**config.mk**
```make
export PLATFORM = sky130hd
export DESIGN_NAME = decode_pipe
export DESIGN_NICKNAME = d
export VERILOG_FILES = /design/src/rtl/decode_pipe.sv
export SDC_FILE = /design/constraint.sdc
export NUM_CORES = 1
export LEC_CHECK = 0
export CAP_MARGIN = 20
export CORE_MARGIN = 3
export CORE_UTILIZATION = 38
export CTS_CLUSTER_SIZE = 25
export DETAILED_ROUTE_END_ITERATION = 8
export PLACE_DENSITY = 0.77
export REMOVE_ABC_BUFFERS = 1
export SKIP_CTS_REPAIR_TIMING = 1
export SYNTH_ARGS = -nofsm -noshare
export SYNTH_HDL_FRONTEND = slang
export SYNTH_SLANG_ARGS = --single-unit
```
**constraint.sdc**
```tcl
create_clock -name clk -period 2.3 [get_ports clk]
set_input_delay 0.69 -clock clk [delete_from_list [all_inputs] [get_ports clk]]
set_output_delay 0.69 -clock clk [all_outputs]
set_load 0.01 [all_outputs]
```
**src/rtl/decode_pipe.sv**
```systemverilog
// ID-stage decode and ID/EX + EX/WB pipeline registers: register-select one-hots,
// ALU control capture, immediate sign-extension and destination tracking.
module decode_pipe (
  input  logic        clk,
  input  logic        reset,
  input  logic [31:0] ibus,
  input  logic        I,
  input  logic [2:0]  S,
  input  logic        Cin,
  input  logic        stall,
  input  logic        flush,
  output logic [31:0] Aselect,
  output logic [31:0] Bselect,
  output logic        ex_I,
  output logic [2:0]  ex_S,
  output logic        ex_Cin,
  output logic [31:0] ex_imm,
  output logic [31:0] ex_Dselect,
  output logic [31:0] wb_Dselect,
  output logic        ex_valid,
  output logic        ex_illegal
);

  localparam logic [2:0] S_UNSUPPORTED = 3'b111;

  logic [4:0]  rs_idx, rt_idx, rd_idx, dest_idx;
  logic [31:0] dest_onehot;
  logic        unused_opcode;

  logic        ex_i_q, ex_i_d;
  logic [2:0]  ex_s_q, ex_s_d;
  logic        ex_cin_q, ex_cin_d;
  logic [31:0] ex_imm_q, ex_imm_d;
  logic [31:0] ex_dsel_q, ex_dsel_d;
  logic        ex_valid_q, ex_valid_d;
  logic        ex_illegal_q, ex_illegal_d;
  logic [31:0] wb_dsel_q, wb_dsel_d;

  assign rs_idx        = ibus[25:21];
  assign rt_idx        = ibus[20:16];
  assign rd_idx        = ibus[15:11];
  assign dest_idx      = I ? rt_idx : rd_idx;
  assign unused_opcode = ^ibus[31:26];

  genvar gi;
  generate
    for (gi = 0; gi < 32; gi++) begin : g_onehot
      assign Aselect[gi]     = (rs_idx == 5'(gi));
      assign Bselect[gi]     = (rt_idx == 5'(gi));
      assign dest_onehot[gi] = (dest_idx == 5'(gi));
    end
  endgenerate

  always_comb begin
    ex_i_d       = ex_i_q;
    ex_s_d       = ex_s_q;
    ex_cin_d     = ex_cin_q;
    ex_imm_d     = ex_imm_q;
    ex_dsel_d    = ex_dsel_q;
    ex_valid_d   = ex_valid_q;
    ex_illegal_d = ex_illegal_q;
    // A stalled EX instruction must not retire twice, so WB sees a bubble.
    wb_dsel_d    = stall ? 32'h0 : ex_dsel_q;

    if (flush) begin
      ex_i_d       = 1'b0;
      ex_s_d       = S_UNSUPPORTED;
      ex_cin_d     = 1'b0;
      ex_imm_d     = 32'h0;
      ex_dsel_d    = 32'h0;
      ex_valid_d   = 1'b0;
      ex_illegal_d = 1'b0;
    end else if (!stall) begin
      ex_i_d       = I;
      ex_s_d       = S;
      ex_cin_d     = Cin;
      ex_imm_d     = {{16{ibus[15]}}, ibus[15:0]};
      ex_valid_d   = 1'b1;
      ex_illegal_d = (S == S_UNSUPPORTED);
      ex_dsel_d    = (S == S_UNSUPPORTED) ? 32'h0 : dest_onehot;
    end
  end

  always_ff @(posedge clk) begin
    if (reset) begin
      ex_i_q       <= 1'b0;
      ex_s_q       <= S_UNSUPPORTED;
      ex_cin_q     <= 1'b0;
      ex_imm_q     <= 32'h0;
      ex_dsel_q    <= 32'h0;
      ex_valid_q   <= 1'b0;
      ex_illegal_q <= 1'b0;
      wb_dsel_q    <= 32'h0;
    end else begin
      ex_i_q       <= ex_i_d;
      ex_s_q       <= ex_s_d;
      ex_cin_q     <= ex_cin_d;
      ex_imm_q     <= ex_imm_d;
      ex_dsel_q    <= ex_dsel_d;
      ex_valid_q   <= ex_valid_d;
      ex_illegal_q <= ex_illegal_d;
      wb_dsel_q    <= wb_dsel_d;
    end
  end

  assign ex_I       = ex_i_q;
  assign ex_S       = ex_s_q;
  assign ex_Cin     = ex_cin_q;
  assign ex_imm     = ex_imm_q;
  assign ex_Dselect = ex_dsel_q;
  assign ex_valid   = ex_valid_q;
  assign ex_illegal = ex_illegal_q;
  assign wb_Dselect = wb_dsel_q;

endmodule

```
# --- Yosys cells after proc, flatten, opt, wreduce, memory -nomap -nowiden ---
# Cells that the tools add are included.
totals:
  out_inout_bits: 167
  ff_bits: 87
  elab_cells: 109
  in_bits: 41
op_classes:
  n_reduce_logical: 5
  muxes: 2
  eq_ne: 94
op_table:
  columns: ["cell", "n"]
  rows:
  - ["5-bit equality test, second input constant", 48]
  - ["5-bit by 4-bit equality test with 1-bit output, second input constant", 24]
  - ["5-bit by 3-bit equality test with 1-bit output, second input constant", 12]
  - ["32-bit two-way mux", 1]
  - ["5-bit by 2-bit equality test with 1-bit output, second input constant", 6]
  - ["5-bit by 1-bit equality test with 1-bit output, second input constant", 3]
  - ["5-bit logical NOT", 3]
  - ["5-bit two-way mux", 1]
  - ["2-bit OR reduction", 2]
  - ["3-bit equality test, second input constant", 1]

# --- Depth between registers and ports, before layout ---
# Gate-level depths: netlist of run 1.
depth:
  depth_word: 3
  ltp_mapped: 5
  depth_no_buf: 3

# --- Worst setup path after synthesis of run 1 ---
# OpenSTA, ideal clock, no wires.
synth_timing:
  path_type: "in2out"
  start: "input ibus[19]"
  end: "output Bselect[10]"
  setup_slack_ns: 0.092
  arrival_ns: 1.518
  stages: 3
  t_required_ns: 1.610
  path_cell_list: "clkbuf_1 > or3b_1 > nor2_1"
synth_via:
  elab_chain_cells: 1
synth_rtl:
  columns: ["element", "line", "source"]
  rows:
  - ["start: declaration", "6", "input logic [31:0] ibus,"]
  - ["5-bit by 4-bit equality test with 1-bit output", "49", "assign Bselect[gi] = (rt_idx == 5'(gi));"]
  - ["end: declaration", "13", "output logic [31:0] Bselect,"]
# Every way passes these cells.

# --- Final worst setup path of run 1 ---
layout_timing:
  start: "input ibus[23]"
  end: "output Aselect[16]"
layout_via:
  elab_chain_cells: 1
layout_rtl:
  columns: ["element", "line", "source"]
  rows:
  - ["5-bit equality test", "48", "assign Aselect[gi] = (rs_idx == 5'(gi));"]
  - ["end: declaration", "12", "output logic [31:0] Aselect,"]
# Every way passes these cells.

==> results.md, run 1 <==
- Final hold viol count: 0
- CP Depth: 4
- H-tree levels: 3
- Yosys reg bits: 87
- Yosys warns: 0
- FF-to-FF End: ex_imm[15]
- Clk_skew: 0.00741 ns
- Commonest cells after routing, fill and taps aside: clkdlybuf4s50_1, dfxtp_1, nor2_1
- Critical path endpoint category: primary output
- Startpoint Class: input pin
- First-pass GRT wire length: 16500 um
- Clk slew on worst S/H paths: 0.09 ns
- Worst path slowest cell: or3b_4
- Largest stage delay, worst path: 0.43 ns
- Fin area: 0.00611 sq mm
- Worst r2r src: ex_imm[15]
- CP top delay family: simple AND/OR/NAND/NOR gates
- # nets final: 620
- Final WS setup: ~0.025 ns
- Slew HR: 0.708
- Critical Path Start: ibus[23]
- Initial antenna violation count: 1
- WL per Instance: between 15 and 20 um
- Die height: 103 um
- Max frequency: 440 MHz
- Largest net degree at the start of global routing: 33
- Status: complete, no violations
- Final worst path period need: 2.28 ns
- Number of CTS-inserted buffers: 9
- Hold path cells: 2
- Crit path top cell by count: dlymetal6s2s_1
- Synth unique cells: 45
- Final core occ: 0.684
- Share of layout cells above drive strength 1: 0.151
- CP Cell Sequence: dlymetal6s2s_1, or3b_4, nor2_1, dlymetal6s2s_1
- Overflow after GRT: 0
- Die width: 103 um
- DP HPWL: 8410 um
- Area growth syn-to-layout: 70.2%
- Worst-Skew Late Latency: about 0.35 ns
- DRC errors left: 0
- VDD IR-drop max: 0.271 mV
- IO Pins: 208
- Synthesized area: 0.00359 sq mm
- Worst r2r path cells: 2
- Cells after Synth: between 300 and 400
- Placed Area: 0.00569 sq mm
- Ys async rst share: 0
- WL final: 11000 um
- Vias in the first global route: 3271
- GRT Resource Usage Total: 0.196
- Max-cap viol count: 0
- CP arrival: 1.59 ns
- Die area: 0.0106 sq mm
- # rows: 34
- Crit path capture: Aselect[16]
- R2r setup slk: 1.53 ns
- Post-synth EDFFs: 0
- Hold Path Class: flip-flop to flip-flop
- PortBufs: between 200 and 250
- CTS tree: yes
- Avg Cell Area, Syn: 9.40 sq um
- Setup violators final: 0
- Pwr per Cell Area: 513 mW/mm^2
- Starting Density: 0.402
- Initial DRC count: 93
- Avg Vias per Cell: 4.94
- Worst slew pin tran: 0.437 ns
- Clk sinks: 87
- Root Driver: clkbuf_8
- Hold_ws: between 0.4 and 0.5 ns
- DR pass1 iterations: 4
- Max FO, Critical Path: 4
- Crit path buf inv count: 2
- Via count: 3426
- WP data required: 1.61 ns
- Post-route ant nets: 0
- Pre-CTS setup slack: -0.680 ns
- Commonest non-fill, non-tap cell in the layout: clkdlybuf4s50_1
- Leakage power: 3.34 nW
- Tcrit/Tclk final: 0.989
- Deepest clock path buffer count: 2
- Core area: 0.00893 sq mm
- Sequential share of the synthesized area: 0.485
- RePlAce Congestion: 0.776
- Primary FF master, synth: dfxtp_1
- Max Slew Vio Count: 0
- WS Path Type: input pin to primary output
==> layer usage <==
| metal | wire (um) | track usage |
|---|---|---|
| met1 | 4360 | 0.228 |
| met2 | 5470 | 0.337 |
| met3 | 1030 | 0.0812 |
| met4 | 108 | 0.0468 |
| met5 | 0 | 0 |
==> synth_stat cells (3+ instances only) <==
cell       number  area (sq um)
nand3_1         3          15.0
or3b_1          4          35.0
dfxtp_1        87          1740
mux2i_1        22           220
or2_1           3          18.8
nor2_1         87           327
nand2b_1        5          31.3
nor2b_1         3          18.8
and2_1         35           219
nand3b_1        8          60.1
nand4bb_1       3          33.8
a32o_1         18           180
buf_4          18           135
buf_2           5          25.0
nand2_1        13          48.8
o21ai_1         4          20.0
clkbuf_1       17          63.8
a22o_1          9          78.8
a21oi_2         3          26.3
nor3_1          3          15.0
==> registers in the layout, summed over array words and instances, names as in the netlist <==
| register | count |
|---|---|
| ex_S | 3 |
| ex_illegal | 1 |
| ex_I | 1 |
| ex_imm | 16 |
| wb_Dselect | 32 |
| ex_Cin | 1 |
| ex_valid | 1 |
| ex_Dselect | 32 |
==> cell type report <==
type / count / area [sq um]
Multi-Input combinational cell: 253 / 1680
Tap cell: 108 / 135
Clock inverter: 7 / 103
Timing Repair Buffer: 227 / 2320
Sequential cell: 87 / 1740
Clock buffer: 9 / 124
Fill cell: 690 / 2820
Antenna cell: 1 / 2.50
Inverter: 1 / 3.75
==> worst register-to-register path, stage by stage (launching register included) <==
cell     delay [ns]
dfxtp_2        0.51
mux2i_1        0.12
nor2_1         0.09
==> cells by family (layout without fill, tap and decap cells) <==
logic type / count (synthesis) / count (layout) / synth area share
flip-flops: 87 / 87 / 0.485
multiplexers: 22 / 22 / 0.0613
other: 0 / 1 / 0
AND/OR/NAND/NOR: 182 / 182 / 0.266
AO/OA/AOI/OAI: 49 / 49 / 0.120
buffers and inverters: 42 / 244 / 0.0676
==> report_power, final <==
part / switching, mW / total (mW) / internal [mW]
logic: 0.209 / 0.419 / 0.210
clock network: 0.554 / 1.18 / 0.627
registers: 0.0108 / 1.53 / 1.52
total: 0.774 / 3.13 / 2.36
==> worst min path at each step <==
stage | from | end
after global routing | ex_valid | ex_valid
after CTS | ex_valid | ex_valid
after detailed placement | ex_valid | ex_valid
after floorplan | ex_valid | ex_valid
final | ex_valid | ex_valid
after global placement | ex_valid | ex_valid
==> through the flow <==
| step | setup TNS, ns | total power, mW | instances |
|---|---|---|---|
| finish | 0 | 3.13 | 693 |
| global route | -0.0545 | 3.26 | 693 |
| CTS | -40.76 | 3.15 | 690 |
| detailed placement | -39.17 | 1.97 | 674 |
| global placement | -37.70 | 1.97 | 674 |
| floorplan | 0 | 1.72 | 341 |
Power figures use the tool's default switching activity.
==> inputs of run 2 (changes only) <==
--- a/config.mk
+++ b/config.mk
@@ -6,7 +6,7 @@
 export NUM_CORES = 1
 export LEC_CHECK = 0
 export CAP_MARGIN = 20
-export CORE_MARGIN = 3
+export CORE_MARGIN = 1
 export CORE_UTILIZATION = 38
 export CTS_CLUSTER_SIZE = 25
 export DETAILED_ROUTE_END_ITERATION = 8
==> results.md, run 2 (synthesis gave the netlist of run 1 again) <==
- Status: complete, no violations
- Setup violators final: 0 (unchanged)
- VDD IR-drop max: 0.337 mV (+24%)
- Final WS setup: 0.0273 ns (+0.00248 ns)
- Startpoint Class: input pin
- Leakage power: 3.21 nW (-3.8%)
- Clk slew on worst S/H paths: 0.09 ns (about the same)
- Vias in the first global route: 3186 (-2.6%)
- DR pass1 iterations: 4 (unchanged)
- Worst-Skew Late Latency: 0.35 ns (about the same)
- WL per Instance: 15.2 um (-4.0%)
- WS Path Type: input pin to primary output
- Largest net degree at the start of global routing: 33 (unchanged)
- Worst r2r src: ex_imm[15]
- Max frequency: 440 MHz (+0.11%)
- # rows: 35 (+2.9%)
- WL final: 10600 um (-3.0%)
- R2r setup slk: 1.53 ns (about the same)
- CP arrival: 1.58 ns (about the same)
- Commonest non-fill, non-tap cell in the layout: clkdlybuf4s50_1
- Largest stage delay, worst path: 0.18 ns (-0.25 ns)
- CP Cell Sequence: clkbuf_2, buf_6, nand3b_1, buf_4, nor2_1, dlymetal6s2s_1
- Die height: 99.2 um (-3.9%)
- Worst path slowest cell: nand3b_1
- Share of layout cells above drive strength 1: 0.163 (+0.0123)
- CTS tree: yes
- Tcrit/Tclk final: 0.988 (-0.00108)
- Root Driver: clkbuf_8
- # nets final: 625 (+0.81%)
- Area growth syn-to-layout: 67.8%
- Die area: 0.00984 sq mm (-7.6%)
- Combinational share of power: 0.139 (+0.005)
- Hold path cells: 2 (unchanged)
- P_sw: 818 uW (+5.7%)
- First-pass GRT wire length: 15900 um (-3.2%)
- Initial DRC count: 162 (+74%)
- Sequential Power Share: 0.516 (+0.027)
- Clock network fraction of design power: 0.345 (-0.032)
- Slew HR: 0.716 (+0.00821)
- Post-route ant nets: 0 (unchanged)
- Setup TNS Final: 0 ns (unchanged)
- GRT Resource Usage Total: 0.203 (+0.00686)
- Commonest cells after routing, fill and taps aside: clkdlybuf4s50_1, nor2_1, dfxtp_1
- Antenna Cells: 0 (-1)
- Max FO, Critical Path: 9 (+5)
- Pre-CTS setup slack: -0.841 ns (-0.161 ns)
- Via count: 3479 (+1.5%)
- Starting Density: 0.390 (-0.0115)
- Clk sinks: 87 (unchanged)
- IO Pins: 208 (unchanged)
- Worst slew pin tran: 0.425 ns (-0.0123 ns)
- RePlAce Congestion: 0.809 (+4.3%)
- Deepest clock path buffer count: 2 (unchanged)
- Final hold viol count: 0 (unchanged)
- Initial antenna violation count: 0 (-1)
- Pwr per Cell Area: 493 mW/mm^2 (-3.8%)
- CP top delay family: buffers and inverters
- Hold Path Class: flip-flop to flip-flop
- PortBufs: 201 (unchanged)
- DP HPWL: 8070 um (-4.0%)
- Pint: 2.15 mW (-8.8%)
- Overflow after GRT: 0 (unchanged)
- Max Slew Vio Count: 0 (unchanged)
- Core area: 0.00920 sq mm (+2.9%)
- Die width: 99.2 um (-3.9%)
- Crit path capture: Bselect[27]
- Worst r2r path cells: 2 (unchanged)
- Critical Path Start: ibus[18]
- H-tree levels: 3 (unchanged)
- DRC errors left: 0 (unchanged)
- Max-cap viol count: 0 (unchanged)
- Sw Share: 0.275 (+0.0284)
- Clk_skew: 0.0104 ns (+0.00299 ns)
- CP Depth: 6 (+2)
- Final worst path period need: 2.27 ns (-0.00248 ns)
- Crit path buf inv count: 4 (+2)
- FF-to-FF End: ex_imm[15]
- Avg Vias per Cell: 4.97 (+0.53%)
- WP data required: 1.61 ns (about the same)
- Critical path endpoint category: primary output
- Number of CTS-inserted buffers: 9 (unchanged)
==> run 2: layer usage <==
metal	global-route usage	wire length (um)	vias to the layer above
met5	0	0	-
met4	0.0690	124	0
met3	0.0506	632	9
met2	0.368	5480	127
met1	0.233	4400	1651
li1	-	-	1692
==> run 2: how the worst min path moves through the flow <==
stage                              from  slack, ns            end
after global routing      ex_Dselect[8]       0.49  wb_Dselect[8]
after global placement         ex_valid       0.44       ex_valid
after CTS                 ex_Dselect[8]       0.48  ex_Dselect[8]
after floorplan                ex_valid       0.47       ex_valid
after detailed placement  ex_Dselect[8]       0.47  ex_Dselect[8]
final                     ex_Dselect[8]       0.47  ex_Dselect[8]
==> run 2: power groups by stage <==
stage / Sequential, mW / Clock [mW] / Combinational [mW]
after floorplan: 1.58 / 0 / 0.138
after global placement: 1.57 / 0 / 0.396
after detailed placement: 1.57 / 0 / 0.405
after CTS: 1.53 / 1.05 / 0.407
after global routing: 1.54 / 1.12 / 0.444
final: 1.53 / 1.02 / 0.413
==> run 2: worst min-delay path, stage by stage, from the launching register on <==
cell,delay [ns]
dfxtp_1,0.33
nand2_1,0.05
o21ai_1,0.05
==> run 2: area by class of cell <==
class                   count  area, sq um
inverters                   1         3.75
multi-input cells         253         1660
flip-flops and latches     87         1740
repair buffers            232         2280
well taps                 111          139
clock buffers               9          124
clock inverters             7         71.3
fillers                   760         3170
==> run 2: stage by stage <==
stage,utilization,hold WS [ns],std cells,cell area (sq um),power [mW]
6_report,0.655,0.473,700,6020,2.97
4_1_cts,0.641,0.478,694,5890,2.99
3_5_place_dp,0.619,0.466,678,5700,1.97
3_3_place_gp,0.619,0.443,678,5700,1.96
5_1_grt,0.655,0.492,700,6020,3.10
2_1_floorplan,-,0.474,341,3350,1.72
